File: config.mk
export PLATFORM = sky130hd
export DESIGN_NAME = fxp_alu_seq
export DESIGN_NICKNAME = d
export VERILOG_FILES = /design/src/rtl/fxp_alu_seq.sv
export SDC_FILE = /design/constraint.sdc
export NUM_CORES = 1
export LEC_CHECK = 0
export ABC_CLOCK_PERIOD_IN_PS = 9400
export CAP_MARGIN = 20
export CELL_PAD_IN_SITES_DETAIL_PLACEMENT = 0
export CELL_PAD_IN_SITES_GLOBAL_PLACEMENT = 1
export CORE_MARGIN = 10
export CORE_UTILIZATION = 25
export CTS_BUF_LIST = sky130_fd_sc_hd__clkbuf_4 sky130_fd_sc_hd__clkbuf_8 sky130_fd_sc_hd__clkbuf_16
export DETAILED_ROUTE_END_ITERATION = 8
export PLACE_DENSITY = 0.48
export SYNTH_ARGS = -nofsm -noshare
export SYNTH_HDL_FRONTEND = slang
export SYNTH_SLANG_ARGS = --single-unit
File: constraint.sdc
create_clock -name clk -period 9.4 [get_ports clk]
set_input_delay 1.88 -clock clk [delete_from_list [all_inputs] [get_ports clk]]
set_output_delay 1.88 -clock clk [all_outputs]
set_load 0.05 [all_outputs]
File: src/rtl/fxp_alu_seq.sv
// fxp_alu_seq: multi-cycle signed fixed-point ALU, one op in flight.
// Define FXP_SAT_EN to saturate overflowed results instead of wrapping.
module fxp_alu_seq #(
  parameter int WIDTH = 32,
  parameter int FRAC  = 12
) (
  input  logic             clk,
  input  logic             rst_n,
  input  logic             in_valid,
  output logic             in_ready,
  input  logic [2:0]       op,
  input  logic [WIDTH-1:0] a,
  input  logic [WIDTH-1:0] b,
  output logic             out_valid,
  input  logic             out_ready,
  output logic [WIDTH-1:0] result,
  output logic             zero,
  output logic             ovf,
  output logic             div0
);

  localparam int XW = 2*WIDTH+1;
  localparam int DW = WIDTH+FRAC;
  localparam int CW = $clog2(DW+1);
  localparam logic [WIDTH-1:0] MAXV = {1'b0, {(WIDTH-1){1'b1}}};
  localparam logic [WIDTH-1:0] MINV = {1'b1, {(WIDTH-1){1'b0}}};

  typedef enum logic [1:0] {IDLE, MUL, DIV, DONE} state_t;

  state_t state;

  logic [2*WIDTH-1:0] prod, mcand;
  logic [WIDTH:0]     mb;
  logic [DW-1:0]      qd;
  logic [WIDTH-1:0]   rem;
  logic [CW-1:0]      cnt;
  logic               neg;

  logic [WIDTH:0]     sa, sb, abs_a, abs_b;
  logic [2*WIDTH-1:0] prod_nx;
  logic [WIDTH:0]     rem_sh;
  logic               ge;
  logic [WIDTH-1:0]   rem_nx;
  logic [DW-1:0]      qd_nx;
  logic [XW-1:0]      mag;
  logic signed [XW-1:0] sv, tv, xa, xb;
  logic               fits, dz, is_mul, is_div, fin, ovf_c;
  logic [WIDTH-1:0]   res_c;

  always_comb begin
    sa = {a[WIDTH-1], a};
    sb = {b[WIDTH-1], b};
    abs_a = a[WIDTH-1] ? ~sa + 1'b1 : sa;
    abs_b = b[WIDTH-1] ? ~sb + 1'b1 : sb;
    xa = XW'($signed(a));
    xb = XW'($signed(b));

    prod_nx = prod + (mb[0] ? mcand : '0);
    // Restoring step: remainder stays below |b|, so WIDTH bits suffice
    rem_sh = {rem, qd[DW-1]};
    ge = rem_sh >= mb;
    rem_nx = WIDTH'(ge ? rem_sh - mb : rem_sh);
    qd_nx = {qd[DW-2:0], ge};

    mag = (state == DIV) ? XW'(qd_nx) : XW'(prod_nx);
    sv = neg ? -$signed(mag) : $signed(mag);

    tv = '0;
    unique case (1'b1)
      state == MUL: tv = sv >>> FRAC;
      state == DIV: tv = sv;
      default: begin
        unique case (op)
          3'b000:  tv = xa + xb;
          3'b001:  tv = xa - xb;
          3'b100:  tv = XW'($signed(a & b));
          3'b101:  tv = XW'($signed(a | b));
          3'b110:  tv = XW'($signed(a ^ b));
          3'b111:  tv = xa;
          default: tv = '0;
        endcase
      end
    endcase

    fits = (&tv[XW-1:WIDTH-1]) | ~(|tv[XW-1:WIDTH-1]);
`ifdef FXP_SAT_EN
    res_c = fits ? tv[WIDTH-1:0] : (tv[XW-1] ? MINV : MAXV);
`else
    res_c = tv[WIDTH-1:0];
`endif
    dz = (state == IDLE) && (op == 3'b011) && (b == '0);
    ovf_c = !fits && !dz;
    if (dz) res_c = a[WIDTH-1] ? MINV : MAXV;

    is_mul = (op == 3'b010);
    is_div = (op == 3'b011) && !dz;
    fin = ((state == IDLE) && in_valid && in_ready && !is_mul && !is_div)
       || ((state == MUL) && (cnt == CW'(WIDTH-1)))
       || ((state == DIV) && (cnt == CW'(DW-1)));
  end

  always_ff @(posedge clk or negedge rst_n) begin
    if (!rst_n) begin
      state     <= IDLE;
      in_ready  <= 1'b1;
      out_valid <= 1'b0;
      result    <= '0;
      zero      <= 1'b0;
      ovf       <= 1'b0;
      div0      <= 1'b0;
      prod      <= '0;
      mcand     <= '0;
      mb        <= '0;
      qd        <= '0;
      rem       <= '0;
      cnt       <= '0;
      neg       <= 1'b0;
    end else begin
      unique case (state)
        IDLE: if (in_valid && in_ready) begin
          neg      <= a[WIDTH-1] ^ b[WIDTH-1];
          mb       <= abs_b;
          cnt      <= '0;
          prod     <= '0;
          mcand    <= (2*WIDTH)'(abs_a);
          qd       <= DW'(abs_a) << FRAC;
          rem      <= '0;
          in_ready <= 1'b0;
          state    <= is_mul ? MUL : (is_div ? DIV : DONE);
        end
        MUL: begin
          prod  <= prod_nx;
          mcand <= mcand << 1;
          mb    <= mb >> 1;
          cnt   <= cnt + 1'b1;
        end
        DIV: begin
          rem <= rem_nx;
          qd  <= qd_nx;
          cnt <= cnt + 1'b1;
        end
        DONE: if (out_ready) begin
          out_valid <= 1'b0;
          in_ready  <= 1'b1;
          state     <= IDLE;
        end
        default: state <= IDLE;
      endcase
      if (fin) begin
        result    <= res_c;
        zero      <= (res_c == '0);
        ovf       <= ovf_c;
        div0      <= dz;
        out_valid <= 1'b1;
        state     <= DONE;
      end
    end
  end

endmodule

==> flow_summary_export.csv, run 1 <==
group,metric,value,unit
synthesis,postSynth.asyncResetShare,1.00,
sta,min_period,8.12,ns
sta,fin_worst_skew,0.0195,ns
power_and_ir_drop,p_switching,1010,uW
sta,clock.fmax,123,MHz
power_and_ir_drop,p_per_area,107,nW/um^2
synthesis,yosysSeqAreaShare,0.250,
power_and_ir_drop,p_leak,0.0141,uW
route,antenna_left,0,
sta,maxSlewViolCount,0,
power_and_ir_drop,vdd_ir_drop_max,0.000123,V
clocking,cts_max_path_buffers,3,
synthesis,yosysUniqueCellTypes,110,
grt,grt_max_degree,86,
setup_path,cp.arrival,8.60,ns
power_and_ir_drop,swShare,0.294,
synthesis,synth-compound-area-share,0.289,
clocking,clk_latency,0.63,ns
synthesis,synth_top_area_cell,"dfrtp_1",
sta,finalCritPeriodShare,0.863,
synthesis,synth-xor-area-share,0.0708,
sta,rsz0062_at_grt,"false",
synthesis,synth_top_family_by_area,"compound AO/OA/AOI/OAI gates",
status,status,"complete, no violations",
floorplanning,die_width,357,um
route,first_pass_iters,7,
synthesis,yosys.area_share.simple,0.229,
sta,max_slew.worst_pin.slew,1.12,ns
floorplanning,rows,123,
floorplanning,die-area,127000,um^2
clocking,path_clk_slew,0.06,ns
clocking,ctsHoldBuffers,0,
setup_path,required,9.88,ns
clocking,post-cts-setup-buffers,0,
sta,slew_headroom,0.247,
floorplanning,io_pins,108,
power_and_ir_drop,clockPowerShare,0.506,
setup_path,worst-path-max-fanout,9,
synthesis,synth_area,28300,um^2
synthesis,synth_warnings,0,
setup_path,start_kind,"input port",
clocking,tritoncts,"yes",
grt,grt_overflow,0,
place,place_hpwl,102,mm
grt,grtUsageTotal,0.202,
power_and_ir_drop,power_frac_seq,0.353,
place,gp_congestion,0.891,
floorplanning,floorplan.initialDensity,0.252,
synthesis,synthCells,3734,
synthesis,synth_edf_count,0,
sta,tns,0,ns
route,drcViolationCount,0,
place,port-buffer-count,107,
grt,grt_pass1_wl,195,mm
clocking,cts_made_buffers,42,
final_layout,area_growth,14.2,%
synthesis,yosys_register_bits,283,
route,viasPerCell,5.40,
route,detail_route.wl_per_cell,25.2,um
clocking,cts_max_level,2,
floorplanning,fp.dieH,357,um
synthesis,synth_area_leaders,"dfrtp_1, ha_1, nand2_1, xnor2_1, o21ai_0",
synthesis,synth_area_per_cell,7.59,um^2
setup_path,crit_type,"in2reg",
clocking,root_buffer,"clkbuf_16",
min_path,holdCritPathClass,"reg2reg",
setup_path,critPathCaptureType,"register",
route,wl,132,mm
synthesis,synth_fa_ha_area_frac,0.0913,
route,first_iter_violations,2164,
grt,grt_pass1_vias,27500,
synthesis,synth_top_area_frac,0.249,
power_and_ir_drop,power_frac_comb,0.142,
job,maxCapViolCount,0,
clocking,cts-resized-gates,0,
final_layout,layout_common_cells,"nand2_1, o21ai_0, dfrtp_1",
final_layout,nets,3986,
grt,grt_antenna_before_repair,13,
synthesis,dominantRegCellSynth,"dfrtp_1",
power_and_ir_drop,p_int,2440,uW
final_layout,final_common_cell,"nand2_1",
clocking,cts.sinks,283,
floorplanning,coreArea,112000,um^2
final_layout,drive_above_1_share,0.0628,
synthesis,muxShareOfSynthArea,0.0147,
sta,hold_violations,0,
final_layout,fin_util,0.288,
synthesis,synthesis.nets,4010,
route,dr_total_vias,28300,
sta,finalSetupViolCount,0,
[final cells by class]
| type | instances | area [um^2] |
|---|---|---|
| inverters | 165 | 622 |
| fillers | 12300 | 80100 |
| clock inverters | 17 | 206 |
| diodes | 1 | 2.50 |
| clock buffers | 60 | 1270 |
| multi-input cells | 3058 | 19800 |
| well taps | 1500 | 1880 |
| flip-flops and latches | 283 | 7090 |
| repair buffers | 160 | 1480 |
[state kept, by name, indices dropped and copies added (netlist names)]
name / cells
out_valid: 1
qd: 44
state: 2
mcand: 64
prod: 64
cnt: 6
rem: 32
in_ready: 1
ovf: 1
mb: 33
neg: 1
zero: 1
div0: 1
result: 32
[layer usage]
metal / share of wire / global-route usage
met2: 0.42 / 0.300
met4: 0.031 / 0.0620
met1: 0.49 / 0.294
met3: 0.057 / 0.0336
met5: 0.00041 / 0
[per-stage QoR]
stage               area (um^2)  instances  setup slack (ns)  total power (uW)  hold slack [ns]
detailed placement        30900       5165             0.700              1720            0.458
floorplan                 28300       3734              2.33              1520            0.439
global placement          30900       5165             0.887              1730            0.451
global route              32400       5243             0.501              3600            0.480
finish                    32400       5244              1.28              3460            0.467
CTS                       32400       5242              1.34              3510            0.471
[final timing paths]
check,from,cells after the start,slack (ns),end
setup reg to reg,mb[0],19,1.93,ovf
hold / removal,qd[15],2,0.47,qd[15]
hold reg to reg,qd[15],2,0.47,qd[15]
max in group asynchronous,rst_n,2,6.73,mb[28]
min in group asynchronous,rst_n,1,1.23,prod[7]
setup / recovery,b[2],27,1.28,ovf
[cells in the mapped netlist, types with 24 or more instances]
cell type,n
inv_1,163
a211oi_1,36
nor3_1,66
o21bai_1,31
a21oi_1,262
nor4_1,24
dfrtp_1,282
xor2_1,51
o21ai_0,311
nand2b_1,34
o211ai_1,44
a21o_1,76
mux2i_1,27
o21a_1,33
a22o_1,35
and3_1,35
nand2_1,530
or3_1,40
xnor2_1,178
nor2_1,260
o22ai_1,45
buf_1,28
a22oi_1,29
o31ai_1,57
and2_1,82
clkbuf_1,165
nand4_1,53
nand3_1,112
a31oi_1,34
buf_2,26
ha_1,202
or2_2,27
[worst max-delay path: stages]
cell and delay, ns:
clkdlybuf4s50_1 0.58, nor2_1 0.21, nand4_1 0.19, nor3_1 0.33, nand2_1 0.19, nor3_1 0.42, nand2_1 0.17, nor3_1 0.47
nand4_1 0.26, or3_1 0.40, nand2_1 0.10, xnor2_1 0.12, ha_1 0.29, and3_1 0.22, a221o_1 0.37, a21oi_1 0.15
inv_1 0.07, a211oi_1 0.36, o21ai_0 0.18, a31oi_1 0.25, xnor2_1 0.08, o21ai_0 0.40, o211ai_1 0.16, nor4bb_1 0.30
nand4_1 0.14, nor3_1 0.20, a211oi_1 0.08
[logic make-up (layout without fill, tap and decap cells)]
logic type / after synthesis / after routing
flops: 283 / 283
fa+ha+maj: 205 / 205
compound gates: 1226 / 1226
other cells: 0 / 1
mux: 39 / 39
xor+xnor: 229 / 229
buf+inv: 393 / 402
simple gates: 1359 / 1359
[power groups by stage]
stage / Combinational [uW] / Clock (uW) / Sequential [uW]
CTS: 486 / 1810 / 1220
floorplan: 275 / 0 / 1240
global placement: 489 / 0 / 1240
global route: 535 / 1840 / 1220
finish: 489 / 1750 / 1220
detailed placement: 483 / 0 / 1240
Power figures use the tool's default switching activity.
==> inputs of run 2 (changes only) <==
- ABC_CLOCK_PERIOD_IN_PS: 9400 -> not set
- CAP_MARGIN: 20 -> not set
- PLACE_DENSITY: 0.48 -> 0.5
==> run 2 against run 1 <==
  * Worst hold slack better by 0.0063 ns
  * Clock skew up 0.0081 ns
  * Combinational power grew 6.5%
  * Global-route usage hardly changed
  * Wire length grew 1.1%
  * Fmax is 0.36% lower
==> flow_summary_export.csv, run 2 (synthesis gave the netlist of run 1 again) <==
group,metric,value,unit
place,place_hpwl,102,mm
floorplanning,rows,123,
min_path,holdCritPathClass,"reg2reg",
route,first_pass_iters,5,
clocking,tritoncts,"yes",
clocking,cts_max_level,2,
sta,worst_slack,1.26,ns
power_and_ir_drop,p_switching,1040,uW
power_and_ir_drop,vdd_ir_drop_max,0.000103,V
floorplanning,coreArea,112000,um^2
final_layout,antennaDiodeCount,0,
route,viasPerCell,5.47,
setup_path,critPathMaxStageDelay,0.58,ns
floorplanning,fp.dieH,357,um
clocking,cts_max_path_buffers,3,
power_and_ir_drop,power_frac_seq,0.363,
sta,rsz0062_at_grt,"false",
setup_path,crit_type,"in2reg",
setup_path,worst-path-max-fanout,9,
floorplanning,floorplan.initialDensity,0.252,
route,drcViolationCount,0,
clocking,post-cts-setup-buffers,0,
grt,grt_pass1_vias,27400,
clocking,cts.sinks,283,
power_and_ir_drop,p_leak,0.0140,uW
clocking,cts_made_buffers,40,
setup_path,start_kind,"input port",
sta,fin_worst_skew,0.0276,ns
power_and_ir_drop,swShare,0.311,
sta,maxSlewViolCount,0,
route,dr_total_vias,28600,
power_and_ir_drop,p_per_area,104,nW/um^2
clocking,ctsHoldBuffers,0,
place,port-buffer-count,107,
final_layout,design_area,32200,um^2
clocking,cts-resized-gates,0,
route,first_iter_violations,2543,
final_layout,drive_above_1_share,0.0610,
final_layout,n_fill_cell,12300,
route,wl,133,mm
sta,hold_violations,0,
place,dp_slack,0.717,ns
setup_path,cp_top_family,"simple AND/OR/NAND/NOR gates",
power_and_ir_drop,clockPowerShare,0.482,
final_layout,reg_top3,"mcand: 64 flops, prod: 64 flops, qd: 44 flops",
final_layout,final_common_cell,"nand2_1",
setup_path,critPathBufInv,2,
power_and_ir_drop,power_frac_comb,0.155,
setup_path,critPathCaptureType,"register",
grt,grt_antenna_before_repair,7,
clocking,clk_latency,0.62,ns
route,antenna_left,0,
grt,grt_max_degree,129,
power_and_ir_drop,power.total,3360,uW
floorplanning,die_width,357,um
grt,grt_overflow,0,
sta,finalCritPeriodShare,0.866,
clocking,path_clk_slew,0.06,ns
power_and_ir_drop,p_int,2310,uW
sta,slew_headroom,0.164,
setup_path,required,9.87,ns
grt,grtUsageTotal,0.202,
floorplanning,die-area,127000,um^2
sta,max_slew.worst_pin.slew,1.25,ns
grt,grt_pass1_wl,196,mm
setup_path,critPathSlowestCell,"clkdlybuf4s50_1",
sta,finalSetupViolCount,0,
final_layout,layout_common_cells,"nand2_1, o21ai_0, dfrtp_1",
job,maxCapViolCount,0,
sta,hold-worst-slack,0.473,ns
setup_path,cp.arrival,8.61,ns
final_layout,nets,3982,
final_layout,area_growth,13.8,%
clocking,root_buffer,"clkbuf_16",
setup_path,crit_top_cell,"nor3_1",
place,gp_congestion,0.917,
place,place_area,30900,um^2
sta,min_period,8.14,ns
sta,tns,0,ns
status,status,"complete, no violations",
floorplanning,io_pins,108,
sta,clock.fmax,123,MHz
route,detail_route.wl_per_cell,25.5,um
[run 2: power groups by stage]
stage,Combinational [uW],Sequential (uW),Clock [uW]
CTS,517,1220,1670
finish,521,1220,1620
detailed placement,515,1240,0
floorplan,275,1240,0
global placement,517,1240,0
global route,564,1220,1710
[run 2: metrics by stage]
stage	util	std cells
after CTS	0.287	5238
after floorplan	-	3734
after global placement	0.275	5164
after detailed placement	0.275	5164
final	0.287	5238
after global routing	0.287	5238
[run 2: final timing paths]
kind | from | to | slack (ns) | depth (start not counted)
min | prod[2] | prod[2] | 0.47 | 2
max | b[2] | ovf | 1.26 | 27
min in group asynchronous | rst_n | mb[4] | 1.23 | 1
max in group asynchronous | rst_n | mcand[39] | 6.82 | 2
max reg2reg | mb[0] | zero | 1.87 | 18
min reg2reg | prod[2] | prod[2] | 0.47 | 2
[run 2: layout make-up]
cell class / count / area (um^2) / area share
Clock inverter: 16 / 180 / 0.00559
Clock buffer: 58 / 1180 / 0.0366
Multi-Input combinational cell: 3058 / 19800 / 0.614
Timing Repair Buffer: 158 / 1500 / 0.0464
Tap cell: 1500 / 1880 / 0.0582
Inverter: 165 / 621 / 0.0192
Sequential cell: 283 / 7090 / 0.220
[run 2: layer usage]
layer	track usage	wire length, um	vias up
li1	-	-	13500
met1	0.310	68000	14200
met2	0.300	56100	775
met3	0.0261	7240	95
met4	0.0343	2170	0
met5	0	0	-
[run 2: worst min-delay path: cells and delay by family (launching register included)]
family / cells / cell delay [ns]
DFF: 1 / 0.35
and+or+nand+nor: 2 / 0.10
